==> config.mk <==
export PLATFORM = sky130hd
export DESIGN_NAME = axis_fir_decimator
export DESIGN_NICKNAME = d
export VERILOG_FILES = /design/src/rtl/axis_fir_decimator.sv
export SDC_FILE = /design/constraint.sdc
export NUM_CORES = 1
export LEC_CHECK = 0
export ABC_AREA = 1
export CELL_PAD_IN_SITES_DETAIL_PLACEMENT = 0
export CELL_PAD_IN_SITES_GLOBAL_PLACEMENT = 2
export CORE_UTILIZATION = 28
export DETAILED_ROUTE_END_ITERATION = 7
export GPL_TIMING_DRIVEN = 0
export HOLD_SLACK_MARGIN = 0.02
export PLACE_DENSITY_LB_ADDON = 0.08
export RECOVER_POWER = 25
export SLEW_MARGIN = 20
export SYNTH_ARGS = -nofsm -noshare
export SYNTH_HDL_FRONTEND = slang
export SYNTH_SLANG_ARGS = --single-unit
==> constraint.sdc <==
create_clock -name clk -period 2.9 [get_ports clk]
set_clock_uncertainty 0.2 [all_clocks]
set_input_delay 0.58 -clock clk [delete_from_list [all_inputs] [get_ports clk]]
set_output_delay 0.58 -clock clk [all_outputs]
set_load 0.005 [all_outputs]
==> src/rtl/axis_fir_decimator.sv <==
// AXI-Stream decimator with round-half-up requantization, saturation and a 2-entry output buffer.
// Optional saturation event counter on port sat_count is enabled by defining SAT_COUNT_EN.
module axis_fir_decimator #(
    parameter int DATA_IN_WIDTH  = 19,
    parameter int DATA_OUT_WIDTH = 8,
    parameter int SHIFT          = 3,
    parameter int DECIM          = 2,
    parameter int CNT_WIDTH      = 16
) (
    input  logic                      clk,
    input  logic                      rst_n,
    input  logic [DATA_IN_WIDTH-1:0]  s_axis_tdata,
    input  logic                      s_axis_tvalid,
    input  logic                      s_axis_tlast,
    output logic                      s_axis_tready,
    output logic [DATA_OUT_WIDTH-1:0] m_axis_tdata,
    output logic                      m_axis_tvalid,
    output logic                      m_axis_tlast,
    input  logic                      m_axis_tready
`ifdef SAT_COUNT_EN
    ,
    output logic [CNT_WIDTH-1:0]      sat_count
`endif
);

    localparam int PH_W   = (DECIM > 1) ? $clog2(DECIM) : 1;
    localparam int RND_SH = (SHIFT > 0) ? SHIFT - 1 : 0;
    localparam logic signed [DATA_IN_WIDTH:0] RND =
        (SHIFT > 0) ? ((DATA_IN_WIDTH + 1)'(1) << RND_SH) : '0;
    localparam logic signed [DATA_IN_WIDTH:0] SAT_MAX =
        (DATA_IN_WIDTH + 1)'((1 << (DATA_OUT_WIDTH - 1)) - 1);
    localparam logic signed [DATA_IN_WIDTH:0] SAT_MIN = ~SAT_MAX;

    if (DECIM < 1 || CNT_WIDTH < 1 || DATA_OUT_WIDTH > DATA_IN_WIDTH) begin : g_param_check
        $error("axis_fir_decimator: unsupported parameter combination");
    end

    logic [PH_W-1:0]           phase;
    logic [1:0]                count;
    logic                      rd_ptr;
    logic                      wr_ptr;
    logic [DATA_OUT_WIDTH-1:0] buf_data [2];
    logic                      buf_last [2];
    logic                      s_hs;
    logic                      keep;
    logic                      push;
    logic                      pop;
    logic signed [DATA_IN_WIDTH:0] rounded;
    logic signed [DATA_IN_WIDTH:0] shifted;
    logic [DATA_OUT_WIDTH-1:0] q_data;

    // Ready looks only at registered occupancy, never at m_axis_tready.
    assign s_axis_tready = rst_n && (count != 2'd2);
    assign s_hs          = s_axis_tvalid && s_axis_tready;
    assign keep          = (phase == '0) || s_axis_tlast;
    assign push          = s_hs && keep;
    assign m_axis_tvalid = (count != 2'd0);
    assign pop           = m_axis_tvalid && m_axis_tready;
    assign m_axis_tdata  = buf_data[rd_ptr];
    assign m_axis_tlast  = buf_last[rd_ptr];

    always_comb begin
        rounded = $signed({s_axis_tdata[DATA_IN_WIDTH-1], s_axis_tdata}) + RND;
        shifted = rounded >>> SHIFT;
        q_data  = shifted[DATA_OUT_WIDTH-1:0];
        if (shifted > SAT_MAX) begin
            q_data = SAT_MAX[DATA_OUT_WIDTH-1:0];
        end else if (shifted < SAT_MIN) begin
            q_data = SAT_MIN[DATA_OUT_WIDTH-1:0];
        end
    end

    always_ff @(posedge clk) begin
        if (!rst_n) begin
            phase  <= '0;
            count  <= '0;
            rd_ptr <= 1'b0;
            wr_ptr <= 1'b0;
            for (int unsigned i = 0; i < 2; i++) begin
                buf_data[i] <= '0;
                buf_last[i] <= 1'b0;
            end
        end else begin
            if (s_hs) begin
                phase <= (s_axis_tlast || phase == PH_W'(DECIM - 1)) ? '0 : phase + 1'b1;
            end
            if (push) begin
                buf_data[wr_ptr] <= q_data;
                buf_last[wr_ptr] <= s_axis_tlast;
                wr_ptr           <= ~wr_ptr;
            end
            if (pop) begin
                rd_ptr <= ~rd_ptr;
            end
            case ({push, pop})
                2'b10:   count <= count + 2'd1;
                2'b01:   count <= count - 2'd1;
                default: count <= count;
            endcase
        end
    end

`ifdef SAT_COUNT_EN
    logic clip;
    assign clip = (shifted > SAT_MAX) || (shifted < SAT_MIN);

    always_ff @(posedge clk) begin
        if (!rst_n) begin
            sat_count <= '0;
        end else if (push && clip && (sat_count != '1)) begin
            sat_count <= sat_count + 1'b1;
        end
    end
`endif

endmodule

# Word-level counts from Yosys, hierarchy flattened
# Memories as Yosys holds them, arrays and structs flattened. A register that Yosys moved wholly into a read port is not among the register bits.
# Index checks and enable logic that the tools add are counted.
# word_totals
regBits,5
mem_bits_rw,18
inputBits,24
out_inout_bits,11
word_cells,46
mem_count,2
# memory_table
memory,words,word_bits,rd,rd_clocked_by_memory_dff,wr,line,text
buf_data,2,8,1,1,2,42,logic [DATA_OUT_WIDTH-1:0] buf_data [2];
buf_last,2,1,1,1,2,43,logic buf_last [2];
# op_classes
n_addsub,4
magnitude_cmp,2
eq_ne,3
mux,18
bitwise_logic,3
reduce_logical,10
# op_table
op,count
two-way mux 8 bit,3
adder 19 x 4 -> 20 bit (second input constant),1
greater-than comparator 17 x 8 -> 1 bit (second input constant),1
less-than comparator 17 x 8 -> 1 bit (second input constant),1
two-way mux 1 bit,14
OR reduction 8 bit,1
logical AND 1 bit,4
case mux 2 bit (2 select lines),1
nonzero test 2 bit,2
inverter 1 bit,3
adder 2 x 1 -> 2 bit (second input constant),1
== test 2 x 1 -> 1 bit (second input constant),1
== test 2 bit (second input constant),1
logical OR 1 bit,2
inequality test 2 bit (second input constant),1
subtractor 2 x 1 -> 2 bit (second input constant),1
adder 1 bit (second input constant),1
OR reduction 1 bit,1

# Longest topological paths before layout
# Gate-level depths: netlist (run 1).
# logic_depth
depth_word,9
depth_mapped,14
depth_no_buf,14

# Worst setup path after synthesis (run 1)
# OpenSTA, ideal clock, no wires.
# synth_timing
path_kind,input to register
from,input s_axis_tdata[2]
to,"memory buf_data[1][0], data pin"
arrival_ns,1.762
required_ns,2.434
setup_slack_ns,0.672
cell_stages,11
n_path_buf,1
path_cell_list,ha_1 -> nand2_1 -> nor2_2 -> nand2_1 -> o21ai_0 -> nand2_1 -> nor3_1 -> nand3_1 -> nand2_2 -> buf_6 -> a21oi_1
# synth_rtl
element,line,text
"start, declared",12,"input logic [DATA_IN_WIDTH-1:0] s_axis_tdata,"
"end, declared",42,

==> flow_metrics.env, run 1 <==
export IMPL_grt_busiest_layer="met2"
export IMPL_report_final_setup_viol=0
export IMPL_first_pass_grt_wire_length_um=5660
export IMPL_die_y_um=75.7
export IMPL_post_route_drc_count=0
export IMPL_ys_dominant_reg_cell="sky130_fd_sc_hd__edfxtp_1"
export IMPL_register_area_um2=641
export IMPL_netlist_top_cells_area="sky130_fd_sc_hd__edfxtp_1 (32%), sky130_fd_sc_hd__nand2_1 (13%), sky130_fd_sc_hd__dfxtp_1 (11%)"
export IMPL_final_net_count=259
export IMPL_cp_required_ns=2.71
export IMPL_vias=1354
export IMPL_flow_area_growth_from_synthesis_pct=31.6
export IMPL_netlist_area_before_placement_mm2=0.00152
export IMPL_p_clk_frac=0.312
export IMPL_arrival_ns=2.52
export IMPL_power_share_sequential=0.436
export IMPL_start_util=0.294
export IMPL_routed_wire_length_per_instance_um=12.0
export IMPL_power_density_mw_per_mm2=474
export IMPL_timing_critical_path_fanout_max=10
export IMPL_worst_ir_drop_vdd_mv=0.159
export IMPL_sw_share=0.254
export IMPL_holdBufCountCts=0
export IMPL_layout_filler_cells=526
export IMPL_min_delay_path_class="reg -> reg"
export IMPL_synth_fp_nets=222
export IMPL_power_net_switching_w=0.000241
export IMPL_combinationalPowerShare=0.252
export IMPL_detail_route_antenna_nets=0
export IMPL_max_freq_mhz=370
export IMPL_utilization_of_the_core_after_routing=0.388
export IMPL_grt_use_met2=0.239
export IMPL_floorplan_die_area_mm2=0.00574
export IMPL_drt_first_iter_violations=57
export IMPL_ys_types=27
export IMPL_average_instance_area_after_synthesis_um2=7.77
export IMPL_placeableCoreArea_mm2=0.00517
export IMPL_num_rows=26
export IMPL_timing_critical_path_mode_cell="sky130_fd_sc_hd__nand2_1"
export IMPL_met1_usage=0.163
export IMPL_worst_setup_path_end_kind="register"
export IMPL_timing_critical_path_from_type="primary input"
export IMPL_cts_tree="yes"
export IMPL_multi_input_area_um2=790
export IMPL_number_of_top_level_design_ports=35
export IMPL_synth_top_cells_by_count="sky130_fd_sc_hd__nand2_1 (51), sky130_fd_sc_hd__a21oi_1 (21), sky130_fd_sc_hd__inv_1 (21), sky130_fd_sc_hd__edfxtp_1 (16), sky130_fd_sc_hd__nor2_1 (16)"
export IMPL_diodes=0
export IMPL_grt_start_max_net_pins=15
export IMPL_int_pwr_w=0.000709
export IMPL_timing_final_hold_violations=0
export IMPL_totalWireLength_um=3630
export IMPL_clk_pin_slew_ns=0.09
export IMPL_worst_path_max_delay_cell="sky130_fd_sc_hd__clkdlybuf4s50_1"
export IMPL_crit_family="simple AND/OR/NAND/NOR gates"
export IMPL_detailed_place_hpwl_um=2930
export IMPL_synth_seq_area_share=0.421
export IMPL_grtUsageMet3=0.00794
export IMPL_number_of_input_and_output_port_buffers_inserted=32
export IMPL_largest_buffer_count_on_any_clock_path=2
export IMPL_numCtsBuffers=3
export IMPL_fin_crit_sh=0.933
export IMPL_final_period_minus_worst_setup_slack_ns=2.71
export IMPL_fin_ws_ns=0.194
export IMPL_synth_async_sr_flop_share=0
export IMPL_clock_latency_ns=0.26
export IMPL_max_cap_viol_count=0
export IMPL_drive_above_1_share=0.108
export IMPL_syn_inst=196
export IMPL_clock_tree_htree_level_count=1
export IMPL_avgViaCountPerCell=4.48
export IMPL_clkSinkCount=24
export IMPL_ctsRootBufferMaster="sky130_fd_sc_hd__clkbuf_8"
export IMPL_yosysMostFrequentCell="sky130_fd_sc_hd__nand2_1"
export IMPL_firstDrtPassIters=4
export IMPL_cp_num_buf_inv=3
export IMPL_track_usage=0.133
export IMPL_worst_slew_margin_rel=0.638
export IMPL_timing_worst_setup_path_type="in -> reg"
export IMPL_grt_antenna_before_repair=0
export IMPL_die_w_um=75.7
export IMPL_slowest_delay_ns=0.51
export IMPL_gp_routability_congestion=0.732
export IMPL_postSynthRegisterBits=24
export IMPL_yosys_area_top_type_share=0.316
export IMPL_synth_edff_count=16
export IMPL_leakagePower_nw=0.820
export IMPL_worst_pin_slew_ns=0.543
export IMPL_yosysTopAreaCell="sky130_fd_sc_hd__edfxtp_1"
export IMPL_synthesis_yosys_warnings=0
export IMPL_first_global_vias=1273
export IMPL_pre_cts_slack_ns=-0.191
export IMPL_crit_path_cell_trace="clkdlybuf4s50_1, ha_2, nand2_1, nor2_4, nand2_2, clkinv_1, nand2_1, nand2_1, nand2_1, nor3_1, nand3_1, nand2_2, buf_6, a21oi_1"
export IMPL_report_final_slew_viol_count=0
export IMPL_globalRoute_totalOverflow=0
export IMPL_outcome="finished, final reports clean"
export IMPL_unrepaired_setup_endpoints_after_global_routing="no"
cells in the final DEF, fill, tap and decap left out, types with 3 or more instances in the layout:
cell                              instances
sky130_fd_sc_hd__a21oi_1                 21
sky130_fd_sc_hd__clkbuf_1                 3
sky130_fd_sc_hd__clkbuf_8                 3
sky130_fd_sc_hd__clkdlybuf4s50_1         30
sky130_fd_sc_hd__dfxtp_1                  8
sky130_fd_sc_hd__edfxtp_1                16
sky130_fd_sc_hd__inv_1                   21
sky130_fd_sc_hd__mux2_2                   8
sky130_fd_sc_hd__nand2_1                 50
sky130_fd_sc_hd__nand2_2                  3
sky130_fd_sc_hd__nand3_1                 12
sky130_fd_sc_hd__nand4_1                  6
sky130_fd_sc_hd__nor2_1                  16
sky130_fd_sc_hd__nor2_2                   5
sky130_fd_sc_hd__nor3_1                   3
sky130_fd_sc_hd__o21ai_0                  5
sky130_fd_sc_hd__xor2_1                   5
metrics by stage:
stage               total power [W]  cells  TNS [ns]  hold slack [ns]  area (um2)
floorplan                  0.000545    196         0            0.225        1520
global placement           0.000661    298     -3.24            0.236        1930
detailed placement         0.000667    298     -3.74            0.243        1930
CTS                        0.000961    302         0            0.256        2000
global route                0.00100    302         0            0.267        2000
finish                     0.000950    302         0            0.261        2000
worst paths after layout:
check                                           start                      endpoint  slack (ns)  depth (start not counted)
worst max-delay path                  s_axis_tdata[2]  buf_data[1][0]$_SDFFCE_PN0P_        0.19                         14
worst min-delay path              rd_ptr$_SDFFE_PN0P_                      register        0.26                          1
worst max register to register  count[0]$_SDFFE_PN0P_  buf_data[1][7]$_SDFFCE_PN0P_        0.61                          6
worst min register to register    rd_ptr$_SDFFE_PN0P_                      register        0.26                          1
power groups by stage:
stage,clock [W],combinational (W),sequential [W]
final,0.000296,0.000239,0.000415
after floorplan,0,0.000127,0.000418
after CTS,0.000300,0.000246,0.000415
after global placement,0,0.000241,0.000420
after global routing,0.000316,0.000269,0.000419
after detailed placement,0,0.000244,0.000423
timing repair:
action	4_1_cts	5_1_grt
gates resized for setup	0	5
buffers inserted	0	0
endpoints found under the setup margin	0	21
layout make-up:
class | count | area share
clock buffer | 3 | 0.0206
tap | 70 | 0.0437
buffer | 3 | 0.00936
multi-input combinational | 147 | 0.394
inverter | 22 | 0.0412
clock inverter | 1 | 0.0150
timing repair buffer | 32 | 0.157
sequential | 24 | 0.320
sequential cells by signal, indices dropped and copies added (netlist names), named ones only:
signal    cells
count         2
wr_ptr        1
buf_last      2
rd_ptr        1
phase         1
buf_data     16
metal layers:
layer / up-vias / wire length (um)
li1: 733 / -
met1: 594 / 1630
met2: 23 / 1850
met3: 4 / 84
met4: 0 / 59
met5: - / 0
logic make-up after synthesis:
logic type               Yosys count  synth area share
multiplexers                       8            0.0592
AO/OA/AOI/OAI                     30             0.103
AND/OR/NAND/NOR                  100             0.293
adder cells (fa/ha/maj)            2            0.0164
XOR/XNOR                           7            0.0403
flip-flops                        24             0.421
buffers and inverters             25            0.0674
(Power assumes the default switching activity.)
==> run 2, diff against run 1 <==
- REMOVE_ABC_BUFFERS: unset -> 1
==> run 2 against run 1 <==
Via count rose by 1.5%. Global-route usage rose by 0.078 points. Highest routed layer unchanged. Wire length fell by 3.0%. Sequential power rose by 2%. Sequential share of layout area rose by 0.28 points. Flip-flop and latch count did not move. Register-to-register slack improved by 0.05 ns. Clock power fell by 2%. Combinational power fell by 5%. Non-clock buffer count fell by 3. Worst setup slack got worse by 0.096 ns. Count of clock-buffer cells in the layout did not move.
==> flow_metrics.env, run 2 (synthesis results as in run 1) <==
export IMPL_outcome="finished, final reports clean"
export IMPL_clk_pin_slew_ns=0.08
export IMPL_min_delay_path_class="reg -> reg"
export IMPL_sw_share=0.250
export IMPL_first_global_vias=1245
export IMPL_fin_crit_sh=0.966
export IMPL_leakagePower_nw=0.820
export IMPL_post_route_drc_count=0
export IMPL_die_w_um=75.7
export IMPL_detail_route_antenna_nets=0
export IMPL_final_cell_mix="sky130_fd_sc_hd__nand2_1 (51), sky130_fd_sc_hd__clkdlybuf4s50_1 (29), sky130_fd_sc_hd__inv_1 (21), sky130_fd_sc_hd__a21oi_1 (21)"
export IMPL_floorplan_die_area_mm2=0.00574
export IMPL_cp_num_buf_inv=1
export IMPL_cts_tree="yes"
export IMPL_drt_first_iter_violations=58
export IMPL_int_pwr_w=0.000706
export IMPL_drive_above_1_share=0.0961
export IMPL_placeableCoreArea_mm2=0.00517
export IMPL_largest_registers="buf_data x16, buf_last x2, count x2"
export IMPL_die_y_um=75.7
export IMPL_power_net_switching_w=0.000235
export IMPL_max_freq_mhz=357
export IMPL_timing_worst_setup_path_type="in -> reg"
export IMPL_power_density_mw_per_mm2=473
export IMPL_setup_total_negative_slack_ns=0
export IMPL_buffers_inserted_by_post_cts_timing_repair=0
export IMPL_combinationalPowerShare=0.242
export IMPL_ctsRootBufferMaster="sky130_fd_sc_hd__clkbuf_8"
export IMPL_globalRoute_totalOverflow=0
export IMPL_report_final_slew_viol_count=0
export IMPL_clkSinkCount=24
export IMPL_worst_path_max_delay_cell="sky130_fd_sc_hd__clkdlybuf4s50_1"
export IMPL_utilization_of_the_core_after_routing=0.384
export IMPL_cp_required_ns=2.62
export IMPL_crit_path_cell_trace="clkdlybuf4s50_1, a21boi_1, nand2_1, a21oi_1, nand2_1, nand2_1"
export IMPL_most_frequent_standard_cell_in_the_layout_excluding_fill_and_tap_cells="sky130_fd_sc_hd__nand2_1"
export IMPL_register_area_um2=641
export IMPL_number_of_top_level_design_ports=35
export IMPL_worst_setup_path_end_kind="register"
export IMPL_num_rows=26
export IMPL_power_share_sequential=0.449
export IMPL_track_usage=0.134
export IMPL_unrepaired_setup_endpoints_after_global_routing="yes"
export IMPL_gp_routability_congestion=0.744
export IMPL_final_cell_count_no_fill=299
export IMPL_numCtsBuffers=3
export IMPL_final_net_count=256
export IMPL_detailed_place_hpwl_um=2810
export IMPL_timing_critical_path_fanout_max=10
export IMPL_layout_filler_cells=543
export IMPL_largest_buffer_count_on_any_clock_path=2
export IMPL_totalWireLength_um=3520
export IMPL_firstDrtPassIters=4
export IMPL_worst_ir_drop_vdd_mv=0.142
export IMPL_largest_register_ffs=16
export IMPL_clock_latency_ns=0.26
export IMPL_final_period_minus_worst_setup_slack_ns=2.80
export IMPL_timing_final_hold_violations=0
export IMPL_worst_slew_margin_rel=0.700
export IMPL_number_of_input_and_output_port_buffers_inserted=32
export IMPL_timing_critical_path_from_type="primary input"
export IMPL_worst_pin_slew_ns=0.450
export IMPL_max_cap_viol_count=0
export IMPL_grt_antenna_before_repair=0
export IMPL_report_final_setup_viol=0
export IMPL_first_pass_grt_wire_length_um=5690
export IMPL_vias=1374
export IMPL_flow_area_growth_from_synthesis_pct=30.5
export IMPL_arrival_ns=2.52
export IMPL_timing_critical_path_mode_cell="sky130_fd_sc_hd__nand2_1"
export IMPL_slowest_delay_ns=0.62
export IMPL_diodes=0
export IMPL_crit_family="simple AND/OR/NAND/NOR gates"
export IMPL_start_util=0.294
export IMPL_max_flop_register="buf_data"
export IMPL_p_clk_frac=0.310
export IMPL_dpl_cell_count=295
export IMPL_avgViaCountPerCell=4.60
export IMPL_routed_wire_length_per_instance_um=11.8
export IMPL_multi_input_area_um2=785
export IMPL_grt_start_max_net_pins=15
export IMPL_clock_tree_htree_level_count=1
-- run 2: cell types whose count changed in the layout (fill, tap and decap cells not counted), sizes merged --
cell / delta
buf: -1
clkbuf: -3
clkdlybuf4s50: -1
dlygate4sd3: +2
-- run 2: per-stage QoR --
step	power (W)	instance area [um2]	setup slack, ns	hold slack (ns)
global placement	0.000657	1910	-0.186	0.236
floorplan	0.000541	1500	0.703	0.225
CTS	0.000955	1980	0.0772	0.268
global route	0.000998	1990	-0.0610	0.293
finish	0.000940	1990	0.0980	0.259
detailed placement	0.000663	1910	-0.220	0.255
-- run 2: area by class of cell --
cell class                 count  area share
multi-input combinational    147       0.395
sequential                    24       0.322
timing repair buffer          32       0.161
tap                           70      0.0441
inverter                      22      0.0416
clock buffer                   3      0.0208
clock inverter                 1      0.0151
-- run 2: worst paths after layout --
kind / cells past startpoint / slack, ns / endpoint / from
worst max-delay path: 6 / 0.1 / buf_data[1][7]$_SDFFCE_PN0P_ / rst_n
worst min-delay path: 1 / 0.26 / rd_ptr$_SDFFE_PN0P_ / rd_ptr$_SDFFE_PN0P_
worst max register to register: 6 / 0.66 / buf_data[1][7]$_SDFFCE_PN0P_ / count[0]$_SDFFE_PN0P_
worst min register to register: 1 / 0.26 / rd_ptr$_SDFFE_PN0P_ / rd_ptr$_SDFFE_PN0P_
-- run 2: routing by layer --
metal / global-route usage / share of wire
met1: 0.167 / 0.46
met2: 0.234 / 0.50
met3: 0.00794 / 0.023
met4: 0.0679 / 0.020
met5: 0 / 0
-- run 2: repair_timing --
action,in CTS,in global routing
gates resized for setup,0,1
endpoints found under the setup margin,0,30
hold buffers,0,0
-- run 2: power groups by stage --
stage / clock, W / sequential [W] / combinational [W]
4_1_cts: 0.000298 / 0.000423 / 0.000233
2_1_floorplan: 0 / 0.000423 / 0.000118
3_5_place_dp: 0 / 0.000431 / 0.000232
3_3_place_gp: 0 / 0.000428 / 0.000228
5_1_grt: 0.000315 / 0.000428 / 0.000255
6_report: 0.000291 / 0.000422 / 0.000227
